$ cat src/rtl/undo_buf.sv
// undo_buf: LIFO ring of 2^DEPTH_LOG2 entries holding overwritten values for reverse execution.
// Optional peek-by-offset read path is built only when UNDO_PEEK_EN is defined.
module undo_buf #(
  parameter int WIDTH      = 16,
  parameter int DEPTH_LOG2 = 4
) (
  input  logic                  clk,
  input  logic                  reset,
  input  logic                  push_valid,
  input  logic [WIDTH-1:0]      push_data,
  input  logic                  pop_req,
  output logic                  pop_valid,
  output logic [WIDTH-1:0]      pop_data,
  input  logic [DEPTH_LOG2-1:0] peek_off,
  output logic [WIDTH-1:0]      peek_data,
  output logic                  peek_ok,
  output logic [DEPTH_LOG2:0]   count,
  output logic                  empty,
  output logic                  full,
  output logic                  err_underflow,
  output logic                  err_overflow
);

  localparam int                  D         = 1 << DEPTH_LOG2;
  localparam logic [DEPTH_LOG2:0] COUNT_MAX = D[DEPTH_LOG2:0];

  typedef enum logic [1:0] {OP_IDLE, OP_PUSH, OP_POP, OP_SWAP} op_e;

  logic [WIDTH-1:0]      r_mem [D];
  logic [DEPTH_LOG2-1:0] r_sp;
  logic [DEPTH_LOG2:0]   r_count;
  logic                  r_pop_valid;
  logic [WIDTH-1:0]      r_pop_data;
  logic                  r_err_underflow;
  logic                  r_err_overflow;

  op_e                   w_op;
  logic [DEPTH_LOG2-1:0] w_top_idx;
  logic                  w_empty;
  logic                  w_full;
  logic                  w_mem_we;
  logic [DEPTH_LOG2-1:0] w_mem_idx;

  assign w_top_idx = r_sp - DEPTH_LOG2'(1);
  assign w_empty   = (r_count == '0);
  assign w_full    = (r_count == COUNT_MAX);

  // NOTE: every variable driven in always_comb gets a default first so no latch is inferred.
  always_comb begin
    w_op      = OP_IDLE;
    w_mem_we  = 1'b0;
    w_mem_idx = r_sp;
    unique case ({push_valid, pop_req})
      2'b10:   w_op = OP_PUSH;
      2'b01:   w_op = OP_POP;
      2'b11:   w_op = OP_SWAP;
      default: w_op = OP_IDLE;
    endcase
    // A swap replaces the top in place; a swap on an empty stack is a pure bypass.
    if (w_op == OP_PUSH) begin
      w_mem_we = 1'b1;
    end else if (w_op == OP_SWAP && !w_empty) begin
      w_mem_we  = 1'b1;
      w_mem_idx = w_top_idx;
    end
  end

  // NOTE: storage has no reset; only the pointer and occupancy define which entries are valid.
  always_ff @(posedge clk) begin
    if (w_mem_we) r_mem[w_mem_idx] <= push_data;
  end

  // NOTE: sequential state uses non-blocking assignments so all registers update from pre-edge values.
  always_ff @(posedge clk or posedge reset) begin
    if (reset) begin
      r_sp            <= '0;
      r_count         <= '0;
      r_pop_valid     <= 1'b0;
      r_pop_data      <= '0;
      r_err_underflow <= 1'b0;
      r_err_overflow  <= 1'b0;
    end else begin
      r_pop_valid <= pop_req;
      unique case (w_op)
        OP_PUSH: begin
          // When full, sp already points at the oldest entry, which gets overwritten.
          r_sp <= r_sp + DEPTH_LOG2'(1);
          if (w_full) r_err_overflow <= 1'b1;
          else        r_count        <= r_count + (DEPTH_LOG2+1)'(1);
        end
        OP_POP: begin
          if (w_empty) begin
            r_pop_data      <= '0;
            r_err_underflow <= 1'b1;
          end else begin
            r_pop_data <= r_mem[w_top_idx];
            r_sp       <= w_top_idx;
            r_count    <= r_count - (DEPTH_LOG2+1)'(1);
          end
        end
        OP_SWAP: r_pop_data <= w_empty ? push_data : r_mem[w_top_idx];
        default: ;
      endcase
    end
  end

`ifdef UNDO_PEEK_EN
  logic [DEPTH_LOG2-1:0] w_peek_idx;
  assign w_peek_idx = w_top_idx - peek_off;
  assign peek_data  = r_mem[w_peek_idx];
  assign peek_ok    = ({1'b0, peek_off} < r_count);
`else
  logic w_unused_peek_off;
  assign w_unused_peek_off = ^peek_off;
  assign peek_data         = '0;
  assign peek_ok           = 1'b0;
`endif

  assign pop_valid     = r_pop_valid;
  assign pop_data      = r_pop_data;
  assign count         = r_count;
  assign empty         = w_empty;
  assign full          = w_full;
  assign err_underflow = r_err_underflow;
  assign err_overflow  = r_err_overflow;

endmodule

$ cat config.mk
export PLATFORM = sky130hd
export DESIGN_NAME = undo_buf
export DESIGN_NICKNAME = d
export VERILOG_FILES = /design/src/rtl/undo_buf.sv
export SDC_FILE = /design/constraint.sdc
export NUM_CORES = 1
export LEC_CHECK = 0
export BUFFER_PORTS_ARGS = -buffer_cell sky130_fd_sc_hd__buf_2
export CAP_MARGIN = 0
export CORE_MARGIN = 1.5
export CORE_UTILIZATION = 55
export CTS_CLUSTER_SIZE = 28
export DETAILED_ROUTE_END_ITERATION = 12
export PLACE_DENSITY = 0.83
export SLEW_MARGIN = 30
export SYNTH_ARGS = -nofsm -noshare
export SYNTH_HDL_FRONTEND = slang
export SYNTH_SLANG_ARGS = --single-unit
$ cat constraint.sdc
create_clock -name clk -period 3.3 [get_ports clk]
set_input_delay 0.33 -clock clk [delete_from_list [all_inputs] [get_ports clk]]
set_output_delay 0.33 -clock clk [all_outputs]
set_load 0.005 [all_outputs]
# Word-level counts from Yosys, hierarchy flattened
# Memories as Yosys holds them, arrays and structs flattened.
# Index checks and enable logic that the tools add are counted.
[classes]
shifts = 0
multipliers = 0
n_eq_ne = 9
bitwise_logic = 0
n_reduce_logical = 9
n_addsub = 4
mux = 15
div_mod_pow = 0
order_cmp = 0
[op_table]
columns = ["operator", "count"]
rows = [
  ["$mux 16", 2],
  ["$pmux 16 s2", 1],
  ["$mux 4", 3],
  ["$mux 5", 2],
  ["$pmux 5 s2", 1],
  ["$eq 2x2->1 const B", 4],
  ["$pmux 4 s2", 1],
  ["$pmux 2 s3", 1],
  ["$reduce_and 2->1", 3],
  ["$add 5x1->5 const B", 1],
  ["$eq 5x5->1 const B", 1],
  ["$logic_not 5->1", 1],
  ["$sub 5x1->5 const B", 1],
  ["$add 4x1->4 const B", 1],
  ["$eq 2x1->1 const B", 2],
  ["$mux 1", 4],
  ["$ne 2x2->1 const B", 2],
  ["$reduce_bool 2->1", 2],
  ["$sub 4x1->4 const B", 1],
  ["$reduce_and 3->1", 1],
  ["$logic_and 1x1->1", 1],
  ["$logic_not 1->1", 1],
]
[word_totals]
input_bits = 24
ff_bits = 28
out_inout_bits = 43
latch_bits = 0
mem_bits_rw = 256
wordCells = 44
memories = 1
mem_bits_ro = 0
[memory_table]
columns = ["name", "depth", "word_bits", "read_ports", "rd_ports_with_merged_regs", "wr", "line", "source"]
rows = [
  ["r_mem", 16, 16, 1, 0, 1, "29", "logic [WIDTH-1:0] r_mem [D];"],
]

# Depth between registers and ports, before layout
# Gate-level depths: netlist (run 1).
[depth]
ltp_word = 8
mapped_depth = 11
depth_no_buf = 7

# Least setup slack after synthesis (run 1)
# OpenSTA, ideal clock, no wires.
[synth_timing]
path_type = "register to register"
start = "reg r_sp[0]"
end = "mem r_mem[1][0] (enable)"
arrival_time_ps = 2825
setup_ps = 388
setup_slack_ps = 86
path_buffers = 5
stages_incl_launch_ff = 11
cell_sequence = "dfrtp_1 -> buf_2 -> buf_2 -> inv_1 -> ha_1 -> buf_2 -> nor2b_1 -> clkbuf_1 -> clkbuf_1 -> mux2i_1 -> nor2_1"
[synth_via]
elab_chain_cells = 3
[synth_rtl]
columns = ["element", "line", "source"]
rows = [
  ["start: declaration", "30", "logic [DEPTH_LOG2-1:0] r_sp;"],
  ["start signal: assignment", "87", "r_sp <= r_sp + DEPTH_LOG2'(1);"],
  ["start signal: assignment", "97", "r_sp <= w_top_idx;"],
  ["$sub 4x1->4", "44", "assign w_top_idx = r_sp - DEPTH_LOG2'(1);"],
  ["$mux 4", "62", "end else if (w_op == OP_SWAP && !w_empty) begin"],
  ["$mux 4 (*)", "60", "if (w_op == OP_PUSH) begin"],
  ["end: declaration", "29", ""],
]
# Every way passes the cells marked *; elsewhere a longest branch is shown, timed or not.

# Final worst setup path (run 1)
[layout_timing]
start = "reg r_count[0] (netlist: count[0])"
end = "mem r_mem[2][14] (enable)"
[layout_via]
elab_chain_cells = 7
[layout_rtl]
columns = ["element", "line", "source"]
rows = [
  ["start: declaration", "31", "logic [DEPTH_LOG2:0] r_count;"],
  ["start signal: assignment", "89", "else r_count <= r_count + (DEPTH_LOG2+1)'(1);"],
  ["start signal: assignment", "98", "r_count <= r_count - (DEPTH_LOG2+1)'(1);"],
  ["$logic_not 5->1 (*)", "45", "assign w_empty = (r_count == '0);"],
  ["$logic_not 1->1 (*)", "62", ""],
  ["$logic_and 1x1->1 (*)", "62", ""],
  ["$mux 1", "62", ""],
  ["$mux 1", "60", ""],
  ["$mux 1", "70", "if (w_mem_we) r_mem[w_mem_idx] <= push_data;"],
  ["$mux 1 (not written as such)", "70", ""],
]
# Marks and branches as above.

==> impl_metrics.yaml, run 1 <==
outcome:
  run_status: "finished clean"
global_route:
  track_usage_pct: 24.07
  grt_max_degree: 81
  grt_overflow_total: 0
  grt_pass1_vias: 7036
  grt_pass1_wl_um: 39630
  grt_antenna_before_repair: 1
sta:
  clock_skew_ns: 0.01645
  rsz0062_at_grt: "no"
  fin_tns_setup_ns: 0
  tightestPinTransition_ns: 0.8454
  max_slew_margin_pct: 43.58
  hold_viol: 0
  min_period_ns: 2.916
  fmax_ghz: 0.3430
  finalSetupViolCount: 0
  min_period_over_period_pct: 88.35
  slew_violations: 0
floorplan:
  core_area_um2: 20430
  fp.dieH_um: 148.2
  dieArea_um2: 21970
  die_width_um: 148.2
  initial_core_util_pct: 56.78
  num_rows: 52
  ios: 67
synth:
  netlist_area_um2: 11600
  synth_area_per_cell_um2: 14.45
  synth_edf_count: 256
  synth_area_leaders: "edfxtp_1 66%, mux4_2 6.2%, dfrtp_1 6.0%"
  post-synth-top-area-cell: "edfxtp_1"
  netlist.area_leader.share_pct: 66.27
  yosysSeqAreaShare_pct: 72.31
  synth_warnings: 0
  ys.flop_type: "edfxtp_1"
  async_flop_share_pct: 9.859
  netlist_instances: 803
  synth_seq_cells: 284
  ys_types: 43
clock_tree:
  cts_buffers: 28
  cts_tree: "done"
  post-cts-setup-buffer-count: 0
  htree_levels: 1
  cts_root_buf: "clkbuf_16"
  clkTransAtPathRegs_ns: 0.06
  cts_sinks: 284
  clock_path_buffers: 3
  clk_latency_ns: 0.55
setup_path:
  crit_path_cell_trace: "or4_1 > o211ai_1 > mux2i_1 > nor2_2"
  cp.required_ns: 3.46
  path_buf_inv: 0
  end_kind: "flip-flop"
  worstReg2RegStart: "count[0]"
  critical_path.top_delay_family: "simple AND/OR/NAND/NOR gates"
  critical_path_class: "flip-flop to flip-flop"
  crit_path_start_kind: "flip-flop"
  crit_slowest_cell: "nor2_2"
  worst-path-max-fanout: 16
  cp_data_arrival_time_ns: 3.08
  worstSetupStartpoint: "count[0]"
  crit_path_max_incr_delay_ns: 0.73
cells_and_area:
  area_delta_synth_final_pct: 13.62
  drive_above_1_share_pct: 18.74
  final_cell_mix: "256 x edfxtp_1, 150 x nand2_1, 78 x nor2_1, 50 x nand3_1, 45 x buf_2"
  nets: 899
  fin_cells: 1162
  layout_commonest_cell: "edfxtp_1"
  fin_area_um2: 13180
  nFillCells: 1384
drt:
  drtAntennaViolNets: 0
  vias_per_cell: 6.151
  drt_iter0_markers: 773
  wl_um: 25820
  num_vias: 7148
  drc_errors: 0
  wire_per_inst_um: 22.22
  firstDrtPassIters: 5
power_and_ir_drop:
  intPower_w: 0.008154
  p_sw_w: 0.004842
  static-leakage-power_nw: 4.621
  clockPowerShare_pct: 23.9
  swShare_pct: 37.26
  peakVddDrop_mv: 0.7712
  finalPower_w: 0.01300
  p_per_area_nw_per_um2: 986.0
  seq_power_share_pct: 36.4
  combPwrFrac_pct: 39.7
placement:
  place_inst: 1108
  place_area_um2: 12250
  hpwl_um: 15070
  io_buffer_count: 45
  gp_congestion: 0.8782
hold_path:
  min_from: "pop_req"
  hold_path_class: "primary input to flip-flop"
run:
  max_cap_viol_count: 0
[flip-flops by register name, summed over array words and instances (netlist names)]
name and count:
err_underflow 1, err_overflow 1, r_mem 256, pop_data 16, count 5, pop_valid 1, r_sp 4
[timing repair]
action                                  CTS  global route
hold buffers                              1             0
endpoints found under the setup margin    0             0
gates resized for setup                   0             0
hold endpoints to repair                 28             0
[per-layer routing]
layer / vias up / global-route usage, % / share of wire [%]
li1: 3107 / - / -
met1: 3530 / 33.00 / 38
met2: 428 / 39.79 / 49
met5: - / 0 / 0
met4: 0 / 7.673 / 3.0
met3: 83 / 4.294 / 9.3
[worst reg2reg max path: cells and delay by family (launching register included)]
family | cells | cell delay [ns]
AND/OR/NAND/NOR | 2 | 1.30
AO/OA/AOI/OAI | 1 | 0.48
flip-flops | 1 | 0.46
multiplexers | 1 | 0.29
[cell usage after synthesis, types with 2 or more instances]
cell and count:
nand2_1 150, nor2b_1 3, nand2b_1 2, o211ai_1 2
nand4_1 18, mux4_2 32, a311oi_1 14, o21ai_0 5
a41o_1 2, nor3_1 5, xor2_1 5, a21oi_1 6
ha_1 5, a211o_1 2, buf_4 18, mux2i_1 7
dfrtp_1 28, a211oi_1 14, buf_2 15, a21o_1 4
buf_1 2, edfxtp_1 256, nand3_1 50, inv_1 6
nor2_1 82, or4_1 2, xnor2_1 5, a31oi_1 19
and2_1 2, clkbuf_1 29
[worst paths after layout]
kind	endpoint	slack, ns	cells after the start
worst max-delay path	r_mem[2][14]	0.38	4
worst min-delay path	pop_valid	0.10	1
worst max register to register	r_mem[2][14]	0.38	4
worst min register to register	err_overflow	0.46	1
max in group asynchronous	r_sp[0]	2.55	4
min in group asynchronous	count[2]	0.43	4
[cell families (layout without fill, tap and decap cells)]
kind of cell	Yosys count	after routing	share of synthesized area, %
buffers and inverters	70	142	3.009
AOI/OAI and AO/OA	74	74	4.584
other	1	18	0.03233
xor gates and xnor gates	11	11	0.8953
DFF	284	284	72.31
adders and majority gates	6	6	0.7119
and+or+nand+nor	317	317	11.54
muxes	40	40	6.914
[through the flow]
stage,worst slack [ns],utilization [%],hold slack (ns)
after floorplan,0.08622,-,0.3614
after global placement,0.3734,59.96,0.4222
after detailed placement,0.3231,59.96,0.4243
after CTS,0.3129,64.43,0.08452
after global routing,0.2313,64.50,0.1129
final,0.3844,64.51,0.1032
[layout make-up]
| type | instances | area [um2] | area share [%] |
|---|---|---|---|
| Clock inverter | 21 | 191.4 | 1.452 |
| Antenna cell | 1 | 2.502 | 0.01899 |
| Clock buffer | 31 | 711.9 | 5.402 |
| Tap cell | 270 | 337.8 | 2.563 |
| Timing Repair Buffer | 84 | 558.0 | 4.234 |
| Sequential cell | 284 | 8389 | 63.65 |
| Multi-Input combinational cell | 465 | 2967 | 22.51 |
| Inverter | 6 | 22.52 | 0.1709 |
[power by group through the flow]
stage	Sequential, W	Combinational (W)	Clock [W]
2_1_floorplan	0.00471	0.00346	0
3_5_place_dp	0.00478	0.00508	0
4_1_cts	0.00473	0.00515	0.00313
5_1_grt	0.00477	0.00559	0.00327
3_3_place_gp	0.00476	0.00493	0
6_report	0.00474	0.00516	0.00310
No activity file was read; power rests on OpenSTA's default activity.
==> inputs of run 2 (changes only) <==
ABC_AREA = 1   (was not set)
CTS_CLUSTER_SIZE = 40   (was 28)
==> impl_metrics.yaml, run 2 <==
setup_path:
  cp.required_ns: 3.53
  worst-path-max-fanout: 28
  end_kind: "flip-flop"
  crit_path_start_kind: "flip-flop"
  crit_end: "r_mem[3][11]"
  reg2reg_to: "r_mem[3][11]"
  cp_data_arrival_time_ns: 3.02
  worstSetupStartpoint: "r_sp[0]"
  rrSetupSlack_ns: 0.52
  worstReg2RegStart: "r_sp[0]"
  critical_path_class: "flip-flop to flip-flop"
  reg2reg_depth: 10
synth:
  synth_area_leaders: "edfxtp_1 64%, nand3_1 10%, nand2_1 8.9%"
  synthMostInstantiatedCell: "nand2_1"
  post-synth-top-area-cell: "edfxtp_1"
  synth_warnings: 0
  async_flop_share_pct: 9.859
  synth_edf_count: 256
  ys.flop_type: "edfxtp_1"
  ys_types: 33
  netlist_instances: 1023
  yosysSeqAreaShare_pct: 69.93
  netlist_area_um2: 12000
  synth_area_per_cell_um2: 11.73
  netlist.area_leader.share_pct: 64.09
  synth_seq_cells: 284
  synth_commonest_cells: "283 x nand2_1, 256 x edfxtp_1, 250 x nand3_1"
cells_and_area:
  layout_commonest_cell: "nand2_1"
  nFillCells: 1529
  fin_area_um2: 13460
  final_core_util_pct: 63.42
  nets: 1110
  n_antenna_cell: 0
  regMostFlops: "r_mem"
  area_delta_synth_final_pct: 12.19
  drive_above_1_share_pct: 15.06
  largest_register_ffs: 256
  final_cell_mix: "283 x nand2_1, 256 x edfxtp_1, 250 x nand3_1, 45 x buf_2, 38 x buf_4"
global_route:
  grt_pass1_wl_um: 43030
  grt_pass1_vias: 7751
  grt_max_degree: 79
  grt_overflow_total: 0
  track_usage_pct: 25.29
  grt_antenna_before_repair: 0
drt:
  drc_errors: 0
  wl_um: 28220
  wire_per_inst_um: 20.49
  drt_iter0_markers: 1027
  firstDrtPassIters: 5
  vias_per_cell: 5.960
  drtAntennaViolNets: 0
  num_vias: 8207
floorplan:
  num_rows: 53
  dieArea_um2: 22700
  die_width_um: 150.7
  initial_core_util_pct: 56.53
  fp.dieH_um: 150.7
  ios: 67
  core_area_um2: 21220
placement:
  io_buffer_count: 45
  hpwl_um: 16610
  gp_congestion: 0.8879
  place_area_um2: 12460
hold_path:
  hold_depth: 1
  hold_path_class: "primary input to flip-flop"
clock_tree:
  clk_latency_ns: 0.54
  cts-resized-gates: 0
  cts_sinks: 284
  cts_hold_repair.buffers: 1
  post-cts-setup-buffer-count: 0
  cts_buffers: 28
  cts_tree: "done"
  htree_levels: 1
  clock_path_buffers: 3
  clkTransAtPathRegs_ns: 0.06
  cts_root_buf: "clkbuf_16"
sta:
  tightestPinTransition_ns: 0.8838
  min_period_ns: 2.784
  hold_viol: 0
  clock_skew_ns: 0.01527
  fin_tns_setup_ns: 0
  min_period_over_period_pct: 84.35
  finalSetupViolCount: 0
  max_slew_margin_pct: 41.08
  fmax_ghz: 0.3593
  rsz0062_at_grt: "no"
  slew_violations: 0
power_and_ir_drop:
  p_per_area_nw_per_um2: 979.4
  peakVddDrop_mv: 0.6790
  static-leakage-power_nw: 5.054
outcome:
  run_status: "finished clean"
run:
  max_cap_viol_count: 0
==> run 2: cell types whose count changed after synthesis, moves of 23 or more <==
| cell | delta |
|---|---|
| nor2_1 | -47 |
| nand2_1 | +133 |
| mux4_2 | -32 |
| nand3_1 | +200 |
| clkbuf_1 | -23 |
| a21oi_1 | +28 |
==> run 2: cell type report <==
class / count / area (um2) / share of cell area, %
flip-flops and latches: 284 / 8392 / 62.36
clock buffers: 35 / 748.2 / 5.560
multi-input cells: 658 / 3104 / 23.07
inverters: 23 / 91.34 / 0.6787
well taps: 275 / 344.1 / 2.557
repair buffers: 85 / 540.5 / 4.016
clock inverters: 17 / 237.7 / 1.766
==> run 2: worst min-delay path by stage <==
stage	startpoint	endpoint
global route	pop_req	pop_valid
floorplan	pop_req	pop_valid
detailed placement	err_overflow	err_overflow
CTS	pop_req	pop_valid
finish	pop_req	pop_valid
global placement	err_overflow	err_overflow
==> run 2: power by group <==
part	switching [W]	internal, W	total, W
clock network	0.00130	0.00207	0.00337
logic	0.00358	0.00153	0.00511
registers	0.000297	0.00440	0.00470
total	0.00517	0.00801	0.0132
==> run 2: per-layer routing <==
metal	vias up	share of wire (%)	GRT usage, %
met3	76	11	4.182
met4	0	3.6	10.44
met1	3911	38	34.37
li1	3678	-	-
met5	-	0	0
met2	542	47	40.83
==> run 2: metrics by stage <==
step	hold WS [ns]	worst slack [ns]	std cells	total power, W
2_1_floorplan	0.3614	0.5970	1039	0.008366
3_3_place_gp	0.4455	0.6513	1324	0.009535
3_5_place_dp	0.4633	0.5463	1324	0.009736
4_1_cts	0.1328	0.5251	1377	0.01311
5_1_grt	0.1518	0.3930	1377	0.01384
6_report	0.1534	0.5165	1377	0.01318
==> run 2: logic make-up after synthesis <==
kind of cell / share of synthesized area, %
adder cells (fa/ha/maj): 0.6884
AO/OA/AOI/OAI: 2.118
AND/OR/NAND/NOR: 21.40
buffers and inverters: 5.048
XOR/XNOR: 0.7823
flip-flops: 69.93
other: 0.03126
==> run 2: critical path, stage by stage (launching register included) <==
cell and delay (ns):
dfrtp_4 0.63, inv_4 0.15, nand3_1 0.08, nand2_1 0.10, nand2_4 0.18, inv_4 0.28, o21ai_2 0.12, inv_2 0.07
nand2_1 0.14, nor2_2 0.45, buf_4 0.26
==> inputs of run 3 (changes only) <==
ABC_AREA = 0   (was 1)
CORE_UTILIZATION = 57   (was 55)
PLACE_DENSITY = 0.82   (was 0.83)
clock period = 2.7 ns   (was 3.3 ns; I/O delays follow)
==> impl_metrics.yaml, run 3 (same netlist as run 1, synthesis figures left out) <==
outcome:
  run_status: "finished clean"
floorplan:
  num_rows: 51
  initial_core_util_pct: 58.83
  die_width_um: 145.7
  fp.dieH_um: 145.7
  ios: 67
  core_area_um2: 19720
  dieArea_um2: 21220
power_and_ir_drop:
  p_per_area_nw_per_um2: 1229
  finalPower_w: 0.01675
  static-leakage-power_nw: 4.778
  peakVddDrop_mv: 0.8661
  swShare_pct: 37.34
  p_sw_w: 0.006253
  seq_power_share_pct: 34.2
  clockPowerShare_pct: 24.2
  intPower_w: 0.01049
  combPwrFrac_pct: 41.6
global_route:
  grt_max_degree: 71
  grt_pass1_vias: 7226
  grt_overflow_total: 0
  grt_pass1_wl_um: 41290
  grt_antenna_before_repair: 0
  track_usage_pct: 25.65
drt:
  drtAntennaViolNets: 0
  drt_iter0_markers: 1000
  vias_per_cell: 6.190
  wl_um: 26920
  wire_per_inst_um: 22.88
  firstDrtPassIters: 5
  drc_errors: 0
  num_vias: 7286
cells_and_area:
  n_antenna_cell: 0
  drive_above_1_share_pct: 22.70
  nFillCells: 1241
  largest_register_ffs: 256
  final_cell_mix: "256 x edfxtp_1, 150 x nand2_1, 66 x nor2_1, 49 x nand3_1"
  final_core_util_pct: 69.14
  regMostFlops: "r_mem"
  area_delta_synth_final_pct: 17.52
  fin_area_um2: 13630
  nets: 920
  layout_commonest_cell: "edfxtp_1"
setup_path:
  reg2reg_depth: 7
  worst-path-max-fanout: 5
  cp_data_arrival_time_ns: 2.90
  timing.critical_path.mode_cell: "buf_4"
  cp.required_ns: 2.96
  path_depth: 7
  end_kind: "flip-flop"
  crit_slowest_cell: "or4_1"
  crit_path_start_kind: "flip-flop"
  crit_path_max_incr_delay_ns: 0.60
  worstReg2RegStart: "count[3]"
  worstSetupStartpoint: "count[3]"
  crit_path_cell_trace: "or4_1 > o211ai_1 > buf_4 > a32oi_1 > a211o_2 > nor2_2 > buf_4"
  rrSetupSlack_ns: 0.06
  path_buf_inv: 2
  critical_path_class: "flip-flop to flip-flop"
  reg2reg_to: "r_mem[4][0]"
  crit_end: "r_mem[4][0]"
  critical_path.top_delay_family: "simple AND/OR/NAND/NOR gates"
clock_tree:
  clock_path_buffers: 3
  clkTransAtPathRegs_ns: 0.06
  cts_tree: "done"
  cts_sinks: 284
  htree_levels: 1
  cts_buffers: 28
  cts_root_buf: "clkbuf_16"
  clk_latency_ns: 0.56
placement:
  hpwl_um: 16180
  place_area_um2: 12580
  io_buffer_count: 45
  gp_congestion: 0.8558
run:
  max_cap_viol_count: 0
sta:
  fin_tns_setup_ns: 0
  max_slew_margin_pct: 51.18
  clock_skew_ns: 0.01876
  slew_violations: 0
  min_period_ns: 2.641
  finalSetupViolCount: 0
  tightestPinTransition_ns: 0.7305
  fmax_ghz: 0.3786
  min_period_over_period_pct: 97.82
  hold_viol: 0
hold_path:
  hold_path_class: "primary input to flip-flop"
  min_from: "push_data[2]"
## run 3: cell types whose count changed in the layout (fill, tap and decap cells not counted), moves of 17 or more
| cell | before | now |
|---|---|---|
| a21oi_1 | 34 | 6 |
| a31oi_1 | 0 | 19 |
| mux4_2 | 0 | 32 |
| nand2_1 | 283 | 150 |
| nand3_1 | 250 | 49 |
| nand4_1 | 1 | 18 |
| nor2_1 | 19 | 66 |
## run 3: worst register-to-register path, stage by stage, from the launching register on
cell and delay, ns:
dfrtp_1 0.44, or4_1 0.60, o211ai_1 0.29, buf_4 0.17
a32oi_1 0.05, a211o_2 0.42, nor2_2 0.20, buf_4 0.19
## run 3: how the worst min path moves through the flow
| stage | end | depth (start not counted) |
|---|---|---|
| finish | r_mem[14][2] | 1 |
| global route | r_mem[5][15] | 1 |
| CTS | r_mem[11][15] | 1 |
| detailed placement | pop_valid | 3 |
| global placement | pop_valid | 3 |
| floorplan | pop_valid | 0 |
## run 3: power by group through the flow
stage                     clock [W]  combinational (W)  sequential [W]
final                       0.00405            0.00696         0.00573
after floorplan                   0            0.00437         0.00575
after global routing        0.00425            0.00748         0.00578
after global placement            0            0.00661         0.00577
after CTS                   0.00408            0.00688         0.00573
after detailed placement          0            0.00679         0.00581
## run 3: per-stage QoR
stage | instances | hold WS (ns) | setup WS (ns)
final | 1177 | 0.1208 | 0.05882
after global routing | 1177 | 0.1265 | -0.02082
after CTS | 1176 | 0.1092 | 0.03960
after detailed placement | 1122 | 0.3749 | 0.06052
after global placement | 1122 | 0.3728 | 0.09294
after floorplan | 819 | 0.3014 | -0.1503
## run 3: area by class of cell
class	instances	area, um2	area share [%]
Timing Repair Buffer	105	834.6	6.122
Sequential cell	284	8389	61.54
Clock buffer	34	753.2	5.525
Inverter	6	22.52	0.1652
Tap cell	265	331.6	2.432
Clock inverter	18	227.7	1.670
Multi-Input combinational cell	465	3073	22.54
## run 3: repair_timing
item / CTS / global route
resized for setup: 0 / 6
endpoints found under the setup margin: 0 / 145
buffers inserted: 0 / 1
hold endpoints to repair: 29 / 0
hold buffers: 2 / 0
## run 3: routing by layer
metal	share of wire (%)	vias up	global-route usage, %
met3	9.6	78	4.138
li1	-	3147	-
met2	50	497	42.86
met5	0	-	0
met4	3.1	0	8.469
met1	38	3564	34.89
